## config.mk

```make
export PLATFORM = sky130hd
export DESIGN_NAME = serial_subtractor
export DESIGN_NICKNAME = d
export VERILOG_FILES = /design/src/rtl/serial_sub_pkg.sv /design/src/rtl/full_sub_cell.sv /design/src/rtl/serial_subtractor.sv
export SDC_FILE = /design/constraint.sdc
export NUM_CORES = 1
export LEC_CHECK = 0
export ABC_AREA = 1
export CAP_MARGIN = 5
export CORE_ASPECT_RATIO = 1.5
export CORE_MARGIN = 1.5
export CORE_UTILIZATION = 50
export CTS_CLUSTER_DIAMETER = 30
export CTS_CLUSTER_SIZE = 20
export DETAILED_ROUTE_END_ITERATION = 16
export DONT_BUFFER_PORTS = 1
export GPL_TIMING_DRIVEN = 0
export HOLD_SLACK_MARGIN = 0.15
export PLACE_DENSITY_LB_ADDON = 0.15
export SETUP_SLACK_MARGIN = 0.5
export SYNTH_ARGS = -nofsm -noshare
export SYNTH_HDL_FRONTEND = slang
export SYNTH_SLANG_ARGS = --single-unit
```

## constraint.sdc

```tcl
create_clock -name clk -period 1.4 [get_ports clk]
set_input_delay 0 -clock clk [delete_from_list [all_inputs] [get_ports clk]]
set_output_delay 0 -clock clk [all_outputs]
set_load 0.02 [all_outputs]
```

## src/rtl/serial_sub_pkg.sv

```systemverilog
// Shared types for the bit-serial subtractor.
// FSM state encoding and counter sizing helper.
package serial_sub_pkg;

  typedef enum logic [1:0] {
    IDLE  = 2'd0,
    SHIFT = 2'd1,
    DONE  = 2'd2
  } state_t;

  function automatic int cnt_width(input int w);
    return (w < 2) ? 1 : $clog2(w);
  endfunction

endpackage

```

## src/rtl/full_sub_cell.sv

```systemverilog
// One-bit full subtractor slice: d = x - y - bi.
// Purely combinational; borrow-out on bo.
module full_sub_cell (
  input  logic x,
  input  logic y,
  input  logic bi,
  output logic d,
  output logic bo
);

  assign d  = x ^ y ^ bi;
  assign bo = (~x & y) | (~(x ^ y) & bi);

endmodule

```

## src/rtl/serial_subtractor.sv

```systemverilog
// Bit-serial W-bit subtractor, LSB first, one bit per clock.
// Result and borrow are registered on the final shift cycle.
module serial_subtractor
  import serial_sub_pkg::*;
#(
  parameter int W = 8
) (
  input  logic         clk,
  input  logic         rst_n,
  input  logic         start,
  input  logic [W-1:0] a,
  input  logic [W-1:0] b,
  input  logic         bin,
  output logic         busy,
  output logic         done,
  output logic [W-1:0] diff,
  output logic         bout
);

  localparam int CW = cnt_width(W);
  localparam logic [CW-1:0] LAST = CW'(W - 1);

  state_t         r_state;
  state_t         w_next;
  logic [W-1:0]   r_sa;
  logic [W-1:0]   r_sb;
  logic [W-1:0]   r_sr;
  logic           r_br;
  logic [CW-1:0]  r_cnt;
  logic [W-1:0]   r_diff;
  logic           r_bout;
  logic           w_d;
  logic           w_bo;
  logic           w_accept;
  logic           w_last;
  logic           w_busy;
  logic           w_done;

  assign w_accept = start &&
                    (r_state == IDLE || r_state == DONE);
  assign w_last   = (r_state == SHIFT) && (r_cnt == LAST);

  full_sub_cell u_cell (
    .x  (r_sa[0]),
    .y  (r_sb[0]),
    .bi (r_br),
    .d  (w_d),
    .bo (w_bo)
  );

  always_ff @(posedge clk or negedge rst_n) begin
    if (!rst_n) begin
      r_state <= IDLE;
    end else begin
      r_state <= w_next;
    end
  end

  always_comb begin
    w_next = r_state;
    unique case (r_state)
      IDLE:    if (start) w_next = SHIFT;
      SHIFT:   if (w_last) w_next = DONE;
      DONE:    w_next = start ? SHIFT : IDLE;
      default: w_next = IDLE;
    endcase
  end

  always_comb begin
    w_busy = 1'b0;
    w_done = 1'b0;
    unique case (r_state)
      SHIFT:   w_busy = 1'b1;
      DONE:    w_done = 1'b1;
      default: ;
    endcase
  end

  assign busy = w_busy;
  assign done = w_done;

  always_ff @(posedge clk or negedge rst_n) begin
    if (!rst_n) begin
      r_sa   <= '0;
      r_sb   <= '0;
      r_sr   <= '0;
      r_br   <= 1'b0;
      r_cnt  <= '0;
      r_diff <= '0;
      r_bout <= 1'b0;
    end else if (w_accept) begin
      r_sa  <= a;
      r_sb  <= b;
      r_br  <= bin;
      r_cnt <= '0;
    end else if (r_state == SHIFT) begin
      r_sa  <= {1'b0, r_sa[W-1:1]};
      r_sb  <= {1'b0, r_sb[W-1:1]};
      r_sr  <= {w_d, r_sr[W-1:1]};
      r_br  <= w_bo;
      r_cnt <= r_cnt + CW'(1);
      // Final bit: publish result in the same edge that enters DONE
      if (w_last) begin
        r_diff <= {w_d, r_sr[W-1:1]};
        r_bout <= w_bo;
      end
    end
  end

  assign diff = r_diff;
  assign bout = r_bout;

endmodule
```

* Word level (Yosys, flattened, before mapping)
Cells that the tools add are included.
** Operators by class
- $add $sub $neg :: 1
- Equality and inequality tests :: 5
- Muxes and demuxes :: 14
- Bitwise logic cells :: 8
- Reduce and logical (&&, ||, !) cells :: 8
** Operator list (count)
- $mux W8 :: 4
- $mux W3 :: 2
- $pmux W2 S3 :: 1
- $mux W1 :: 5
- $mux W2 :: 2
- $ne A2 B2 Y1 const B :: 2
- $reduce_and A2 Y1 :: 2
- $add A3 B1 Y3 const B :: 1
- $eq A3 B3 Y1 const B :: 1
- $not A1 Y1 :: 3
- $reduce_and A3 Y1 :: 1
- $and A1 B1 Y1 :: 2
- $eq A2 B1 Y1 const B :: 1
- $eq A2 B2 Y1 const B :: 1
- $logic_and A1 B1 Y1 :: 2
- $logic_not A2 Y1 :: 1
- $reduce_bool A2 Y1 :: 1
- $xor A1 B1 Y1 :: 2
- $logic_or A1 B1 Y1 :: 1
- $or A1 B1 Y1 :: 1
** Storage, ports and cells
- Register bits :: 39
- Output and inout bits :: 11

* Longest topological paths before layout
Gate-level depths: netlist of the first run.
- Depth in word-level cells :: 6
- Mapped depth :: 7
- Mapped depth without buffers :: 7

* By module
Synthesis of the first run repeated with hierarchy kept, for this count alone.
** Second synthesis, totals
- Cells, all modules :: 223
- Area total of the unflattened synthesis :: 1838.0 sq um
** By module, submodules not included
- serial_subtractor :: instances 1, cells each 219, area an instance 1806.7 sq um, seq. area each 950.9 sq um
- full_sub_cell :: instances 1, cells each 4, area an instance 31.3 sq um, seq. area each 0.0 sq um

* Worst setup path before layout of the first run
OpenSTA, ideal clock, no wires.
- Path type :: reg-to-reg
- From :: register r_cnt[0]
- To :: register r_diff[7] (netlist: diff[7])
- Library setup time :: 76 ps
- Arrival :: 1114 ps
- Data required time :: 1324 ps
- Path slack :: 209 ps
- Stages on the path, launching flop included :: 7
- Path buffers :: 1
- Clock period less this slack :: 1191 ps
- Cell sequence :: dfrtp_1 ha_1 ha_1 nand2_4 buf_6 nand2_1 o21ai_1
** Between the ends
- Cells in the longest elaborated chain, start to end :: 3
** Ends and longest elaborated chain
- start: declaration :: RTL line serial_subtractor.sv:29 : logic [CW-1:0] r_cnt;
- start signal: assignment :: RTL line serial_subtractor.sv:101 : r_cnt <= r_cnt + CW'(1);
- $eq A3 B3 Y1 :: RTL line serial_subtractor.sv:41 : assign w_last = (r_state == SHIFT) && (r_cnt == LAST);
- $logic_and A1 B1 Y1 :: RTL line serial_subtractor.sv:41
- $reduce_and A3 Y1 (no source line)
- end signal: assignment :: RTL line serial_subtractor.sv:104 : r_diff <= {w_d, r_sr[W-1:1]};
- end: declaration :: RTL line serial_subtractor.sv:30 : logic [W-1:0] r_diff;
Every way passes these cells.
A chain may end at the register's enable or synchronous reset.

* Final worst setup path of the first run
- From :: register r_state[1]
- To :: register r_diff[7] (netlist: diff[7])
** Between the ends
- Cells in the longest elaborated chain, start to end :: 5
- Elaborated cells between the ends (all ways) :: 8
- Classes of those cells :: eq/ne (2); bitwise (1); reduce/logical (5)
** Ends and longest elaborated chain
- start: declaration :: RTL line serial_subtractor.sv:23 : state_t r_state;
- start signal: assignment :: RTL line serial_subtractor.sv:55 : r_state <= w_next;
- $eq A2 B2 Y1 or $logic_not A2 Y1 (tied branches) :: RTL line serial_subtractor.sv:40 : (r_state == IDLE || r_state == DONE);
- $logic_or A1 B1 Y1 :: RTL line serial_subtractor.sv:40
- $logic_and A1 B1 Y1 :: RTL line serial_subtractor.sv:39 : assign w_accept = start &&
- $not A1 Y1 (no source line)
- $reduce_and A3 Y1 (no source line) *
Mark *: on every way between the ends. The rest lies on a longest branch, timed or not.

==> results of run 1 <==
==> state kept, by name, summed over array words and instances (netlist names) <==
register  count
r_state       2
r_sa          8
r_sb          8
diff          8
r_br          1
r_cnt         3
bout          1
r_sr          7
==> power groups by stage <==
stage	clock, uW	combinational (uW)	sequential [uW]
finish	773	2960	2100
detailed placement	0	1800	2070
CTS	784	2500	2070
global route	834	3260	2150
global placement	0	1740	2050
floorplan	0	1470	2000
==> metrics by stage <==
stage,cells,utilization,setup WS (ns),total power [uW]
6_report,305,0.747,0.128,5840
5_1_grt,305,0.747,0.0632,6240
4_1_cts,301,0.706,0.127,5350
3_5_place_dp,256,0.543,0.110,3880
3_3_place_gp,256,0.543,0.107,3800
2_1_floorplan,214,-,0.267,3470
==> final timing paths <==
kind                                 start          to  slack [ns]  depth (start not counted)
max in group asynchronous            rst_n  r_state[1]        1.92                          0
min in group clk                     start     r_sb[1]        0.16                          4
worst min-delay path                 rst_n     r_sr[6]       -0.60                          0
worst max-delay path            r_state[1]     diff[7]        0.13                          5
worst min register to register     r_sb[4]     r_sb[4]        0.48                          2
worst max register to register  r_state[1]     diff[7]        0.13                          5
==> cell type report <==
type                            count  share of cell area
Tap cell                           42              0.0208
Clock buffer                        7              0.0342
Buffer                              6              0.0307
Timing Repair Buffer               39               0.163
Multi-Input combinational cell    137               0.315
Clock inverter                      1             0.00198
Inverter                           35              0.0570
Sequential cell                    38               0.377
==> layer usage <==
layer,up-vias,part of all wire
met5,-,0
met1,769,0.38
met4,0,0.025
met2,40,0.56
met3,12,0.033
li1,747,-
==> cells in the mapped netlist (2+ instances only) <==
cell type	n	area [sq um]
sky130_fd_sc_hd__nand2_1	84	315
sky130_fd_sc_hd__dfrtp_1	38	951
sky130_fd_sc_hd__inv_1	32	120
sky130_fd_sc_hd__nand3_1	22	110
sky130_fd_sc_hd__o21ai_0	9	45.0
sky130_fd_sc_hd__o21ai_1	8	40.0
sky130_fd_sc_hd__buf_2	3	15.0
sky130_fd_sc_hd__nand2_4	3	33.8
sky130_fd_sc_hd__buf_6	2	22.5
sky130_fd_sc_hd__ha_1	2	25.0
sky130_fd_sc_hd__inv_2	2	7.51
sky130_fd_sc_hd__nor2_1	2	7.51
sky130_fd_sc_hd__nor2_4	2	22.5
==> what timing repair did <==
item	4_1_cts	5_1_grt
hold endpoints to repair	55	38
pin swaps	9	8
cloned	5	1
setup buffers	13	3
gates resized for setup	29	28
endpoints found under the setup margin	40	40
==> cell families (layout without fill, tap and decap cells) <==
family                   after synthesis  count (layout)  share of synthesized area
buffers and inverters                 41              88                      0.102
flip-flops                            38              38                      0.540
AO/OA/AOI/OAI                         18              18                     0.0512
adder cells (fa/ha/maj)                3               3                     0.0256
AND/OR/NAND/NOR                      114             116                      0.281
==> critical path, stage by stage, from the launching register on <==
cell and delay [ns]:
sky130_fd_sc_hd__dfrtp_2 0.43, sky130_fd_sc_hd__nor2_4 0.33, sky130_fd_sc_hd__nand2_4 0.14, sky130_fd_sc_hd__buf_6 0.16, sky130_fd_sc_hd__nand2_2 0.05, sky130_fd_sc_hd__o21ai_1 0.06
==> results.md, run 1 <==
- Run status: complete, but fails checks
- Violations in the final reports: hold timing
- Die outline area: 0.00389 sq mm
- Filler Cell Count: 235
- Largest net degree at the start of global routing: 39
- Number of maximum-capacitance violations: 0
- Critical-path maximum fanout: 8
- Netlist cell types: 18
- Gate Count Post-Synth: 214
- Post-detailed-route count of antenna-violating nets: 0
- Most common flop cell mapped by yosys: sky130_fd_sc_hd__dfrtp_1
- Post-synthesis register bit count: 38
- Sinks on the clock net: 38
- Fraction of registers with async set/reset: 1.00
- Area of the placeable core: around 0.0034 sq mm
- Share of total power in combinational logic: 0.507
- Final layout net count: 285
- Achievable clock frequency: 0.786 GHz
- Number of placed I/O pins: 31
- Vias in the first global route: 1580
- Via count of the routed design: 1568
- Initial DRC count: 32
- Data required time at the worst endpoint: 1.59 ns
- Power density relative to cell area: 2310 mW/mm^2
- Starting Density: 0.520
- Clock root buffer: sky130_fd_sc_hd__clkbuf_8
- Average wire per standard cell: 14.5 um
- Leakage power figure: 0.00131 uW
- # H-tree levels: 2
- Placed wire-length estimate after detailed placement: approximately 2400 um
- Worst Path Class, Setup: reg -> reg
- Final instance area: 0.00253 sq mm
- IR drop worst, VDD: 1440 uV
- Vertical die dimension: 75.7 um
- Commonest cells after routing, fill and taps aside: sky130_fd_sc_hd__nand2_1 (78), sky130_fd_sc_hd__dfrtp_1 (37), sky130_fd_sc_hd__inv_1 (30), sky130_fd_sc_hd__dlygate4sd3_1 (19), sky130_fd_sc_hd__nand3_1 (15)
- Commonest non-fill, non-tap cell in the layout: sky130_fd_sc_hd__nand2_1
- Worst slew margin: 0.758
- Type of element capturing the critical path: flop
- Area growth from synthesis to layout: 43.5%
- Total count of hold-check failures in the final report: 38
- Proportion of layout cells with a drive suffix above 1: 0.278
- EDFF count, synth: 0
- Internal portion of total power: about 3400 uW
- Share of power burned in registers: 0.360
- Number of remaining DRC errors: 0
- Arrival time at the worst endpoint: about 1.5 ns
- Sequential fraction of the synthesis area: 0.540
- TritonCTS clock tree: done
- Count of hold-fix buffers inserted at cts: 19
- Post-DR vias/cell: a little over 5
- Share of the clock period used by the worst path after layout: 0.909
- Post-placement cell area: 0.00184 sq mm
- Total of endpoints with negative setup slack in the final report: 0
- Clock period minus worst slack: 1.27 ns
- # port buffers: 0
- Synth Cell Area: 0.00176 sq mm
- Ant diodes: 0
- Weighted congestion reported at the end of routability-driven placement: 0.727
- Clock latency of the later-clocked register in the worst-skew pair: 0.29 ns
- Switching share of power: 0.418
- Fraction of met2 tracks used by global routing: 0.449
- Remaining Overflow, GRT: 0
- Clock input transition at the sequential cells of the worst setup and hold paths: 0.07 ns
- Number of detailed-routing iterations run before antenna repair: 5
- Met1 Resource Use GR: 0.259
- Num rows: 26
- Initial antenna violation count: 0
- All-Layer GR Usage: 0.244
- Storage cell area: approximately 950 sq um
- Type of element launching the critical path: flop
- M3 GR Usage: 0.0569
- Most crowded layer after global routing: met2
- Worst-case clock buffer depth: 2
- Post-synthesis net count: ~240
- Worst Tran Pin Value: 0.362 ns
- Final-layout setup total negative slack: 0 ns
- Final max-slew violation count: 0
- Detailed Route WL: 4410 um
- Switching power: roughly 2400 uW
- Number of warning messages in the yosys log: 0
- Hold Slack: -0.604 ns
- Min-Delay Path Class: in -> async
- Relative contribution of the clock network to total power: 0.132
- Width of the die: 51.5 um
- Wire length of the first global-routing pass: between 6000 and 7000 um
- Fin Clk Skew: 0.00563 ns
- RSZ-0062 raised after global routing: yes
- Total area of multi-input combinational cells: 796 sq um
- Total clock buffers created by CTS: 5
- Average cell area after synthesis: 8.23 sq um
No activity file was read; power rests on OpenSTA's default activity.
==> inputs of run 2 (changes only) <==
- CORE_ASPECT_RATIO: 1.5 -> default
==> run 2 against run 1 <==
  * The flow now finishes without violations
  * Critical path type unchanged
  * Cell count rose by 2.3%
  * Clock skew fell by 0.0017 ns
  * Hold slack improved by 0.77 ns
  * Wire length fell by 4.2%
  * Setup slack got worse by 0.017 ns
==> results.md, run 2 (same netlist as run 1, synthesis figures left out) <==
- Via count of the routed design: 1567 (-0.064%)
- Number of remaining DRC errors: 0 (unchanged)
- Detailed Route WL: 4230 um (-4.2%)
- Commonest cells after routing, fill and taps aside: sky130_fd_sc_hd__nand2_1 (78), sky130_fd_sc_hd__dfrtp_1 (36), sky130_fd_sc_hd__inv_1 (30), sky130_fd_sc_hd__nand3_1 (21), sky130_fd_sc_hd__dlygate4sd3_1 (21)
- Fin Clk Skew: 0.00391 ns (-0.00172 ns)
- Wire length of the first global-routing pass: 6640 um (-3.7%)
- R2R Path Start: r_state[1]
- Cell with the largest stage delay on the worst path: sky130_fd_sc_hd__dfrtp_2
- Critical-path maximum fanout: 8 (unchanged)
- Sinks on the clock net: 38 (unchanged)
- Weighted congestion reported at the end of routability-driven placement: 0.733 (+0.84%)
- Source of the worst hold timing path: start
- Clock root buffer: sky130_fd_sc_hd__clkbuf_4
- Vertical die dimension: 62.3 um (-18%)
- TritonCTS clock tree: done
- # H-tree levels: 2 (unchanged)
- Post-DR vias/cell: 5.02 (-2.3%)
- Worst-case clock buffer depth: 2 (unchanged)
- Vias in the first global route: 1475 (-6.6%)
- Worst reg-to-reg path cell count: 5 (unchanged)
- Share of the clock period used by the worst path after layout: 0.921 (+0.0121)
- Number of detailed-routing iterations run before antenna repair: 4 (-1)
- Largest net degree at the start of global routing: 39 (unchanged)
- Final max-slew violation count: 0 (unchanged)
- Initial antenna violation count: 0 (unchanged)
- Capture endpoint of the worst hold path: r_sa[1]
- Final total power: 5480 uW (-6.2%)
- Most crowded layer after global routing: met2
- Die outline area: 0.00389 sq mm (-0.19%)
- Internal reg-to-reg setup slack: 0.11 ns (-0.02 ns)
- Number of placed I/O pins: 31 (unchanged)
- Clock latency of the later-clocked register in the worst-skew pair: 0.35 ns (+0.06 ns)
- M3 GR Usage: 0.0670 (+0.0102)
- Worst slew margin: 0.750 (-0.00814)
- Area growth from synthesis to layout: 41.4%
- Area of the placeable core: 0.00336 sq mm (-0.59%)
- Num rows: 21 (-19%)
- Proportion of layout cells with a drive suffix above 1: 0.263 (-0.0144)
- Cell Chain, Critical Path: nor2_4 -> nand2_4 -> buf_6 -> nand2_2 -> o21ai_2
- Worst hold path stage count: 5
- Initial DRC count: 79 (+150%)
- Worst Path Class, Setup: reg -> reg
- Largest incremental delay on the critical path: 0.44 ns (about the same)
- Achievable clock frequency: 0.776 GHz (-1.3%)
- Min-Delay Path Class: in -> reg
- Leakage power figure: 0.00129 uW (-1.4%)
- Average wire per standard cell: 13.6 um (-6.3%)
- IR drop worst, VDD: 1010 uV (-30%)
- Power density relative to cell area: 2200 mW/mm^2 (-4.8%)
- Width of the die: 62.3 um (+21%)
- RSZ-0062 raised after global routing: yes
- Run status: finished clean
- Type of element launching the critical path: flop
- Ant diodes: 0 (unchanged)
- Worst Tran Pin Value: 0.374 ns (+0.0122 ns)
- Starting Density: 0.523 (+0.00310)
- Type of element capturing the critical path: flop
- Placed wire-length estimate after detailed placement: 2360 um (+0.36%)
- Post-detailed-route count of antenna-violating nets: 0 (unchanged)
- Crit Reg-Reg Endpoint: diff[7]
- Data required time at the worst endpoint: 1.65 ns (+0.06 ns)
- Final-layout setup total negative slack: 0 ns (unchanged)
- Total count of hold-check failures in the final report: 0 (-100%)
- Filler Cell Count: 273 (+16%)
- Fraction of met2 tracks used by global routing: 0.363 (-0.0859)
- Number of maximum-capacitance violations: 0 (unchanged)
- Hold Slack: 0.165 ns (+0.769 ns)
- Placed insts: 260 (+1.6%)
- # port buffers: 0 (unchanged)
- Origin of the worst setup path: r_state[1]
- All-Layer GR Usage: 0.217 (-0.0268)
- Remaining Overflow, GRT: 0 (unchanged)
- Final layout net count: 288 (+1.1%)
- Clock input transition at the sequential cells of the worst setup and hold paths: 0.11 ns (+0.04 ns)
- Total of endpoints with negative setup slack in the final report: 0 (unchanged)
- Arrival time at the worst endpoint: 1.54 ns (+0.08 ns)
- Clock period minus worst slack: 1.29 ns (+0.0170 ns)
- Commonest non-fill, non-tap cell in the layout: sky130_fd_sc_hd__nand2_1
- Non-filler instance count after layout: 312 (+2.3%)
- Total clock buffers created by CTS: 5 (unchanged)
- Met1 Resource Use GR: 0.267 (+0.00802)
[run 2: cell count changes in the layout (fill, tap and decap cells not counted), moves of 2 or more]
cell / previous run / this run
sky130_fd_sc_hd__nand3_2: 6 / 1
sky130_fd_sc_hd__clkbuf_8: 6 / 1
sky130_fd_sc_hd__clkbuf_4: 0 / 5
sky130_fd_sc_hd__nand3_1: 15 / 21
sky130_fd_sc_hd__dlygate4sd3_1: 19 / 21
[run 2: what timing repair did]
item,4_1_cts,5_1_grt
hold buffers,20,2
hold endpoints to repair,55,6
pin swaps,9,8
gates cloned,2,4
buffers inserted,4,12
gates resized for setup,19,33
endpoints found under the setup margin,40,40
[run 2: worst max-delay path by stage]
stage                     depth (start not counted)      end
after floorplan                                   5  diff[7]
after CTS                                         7  r_sb[3]
after global placement                            6  diff[7]
after detailed placement                          5  diff[6]
after global routing                              5  diff[7]
final                                             5  diff[7]
[run 2: power breakdown]
group          internal [uW]  switching (uW)
sequential              1610             484
clock                    243             359
combinational           1270            1510
total                   3120            2350
[run 2: through the flow]
stage               area (sq um)  setup WS [ns]   util
floorplan                   1780          0.267      -
global placement            1840          0.113  0.548
detailed placement          1840         0.0968  0.548
CTS                         2210          0.106  0.658
global route                2490         0.0596  0.740
finish                      2490          0.111  0.740
[run 2: per-layer routing]
layer	routed length [um]	up-vias
met5	0	-
met2	2260	42
li1	-	755
met4	82	0
met1	1710	760
met3	181	10
[run 2: worst max-delay path: cells and delay by family (launching register included)]
kind                   cells  cell delay [ns]
flip-flops                 1             0.44
AO/OA/AOI/OAI              1             0.05
buffers and inverters      1             0.17
AND/OR/NAND/NOR            3             0.53
[run 2: cell type report]
class | instances | area, sq um | share of cell area
repair buffers | 42 | 432 | 0.173
well taps | 46 | 57.6 | 0.0231
plain buffers | 6 | 72.6 | 0.0292
clock buffers | 7 | 55.1 | 0.0221
flip-flops and latches | 38 | 953 | 0.383
inverters | 35 | 146 | 0.0588
clock inverters | 1 | 5.00 | 0.00201
multi-input cells | 137 | 767 | 0.308
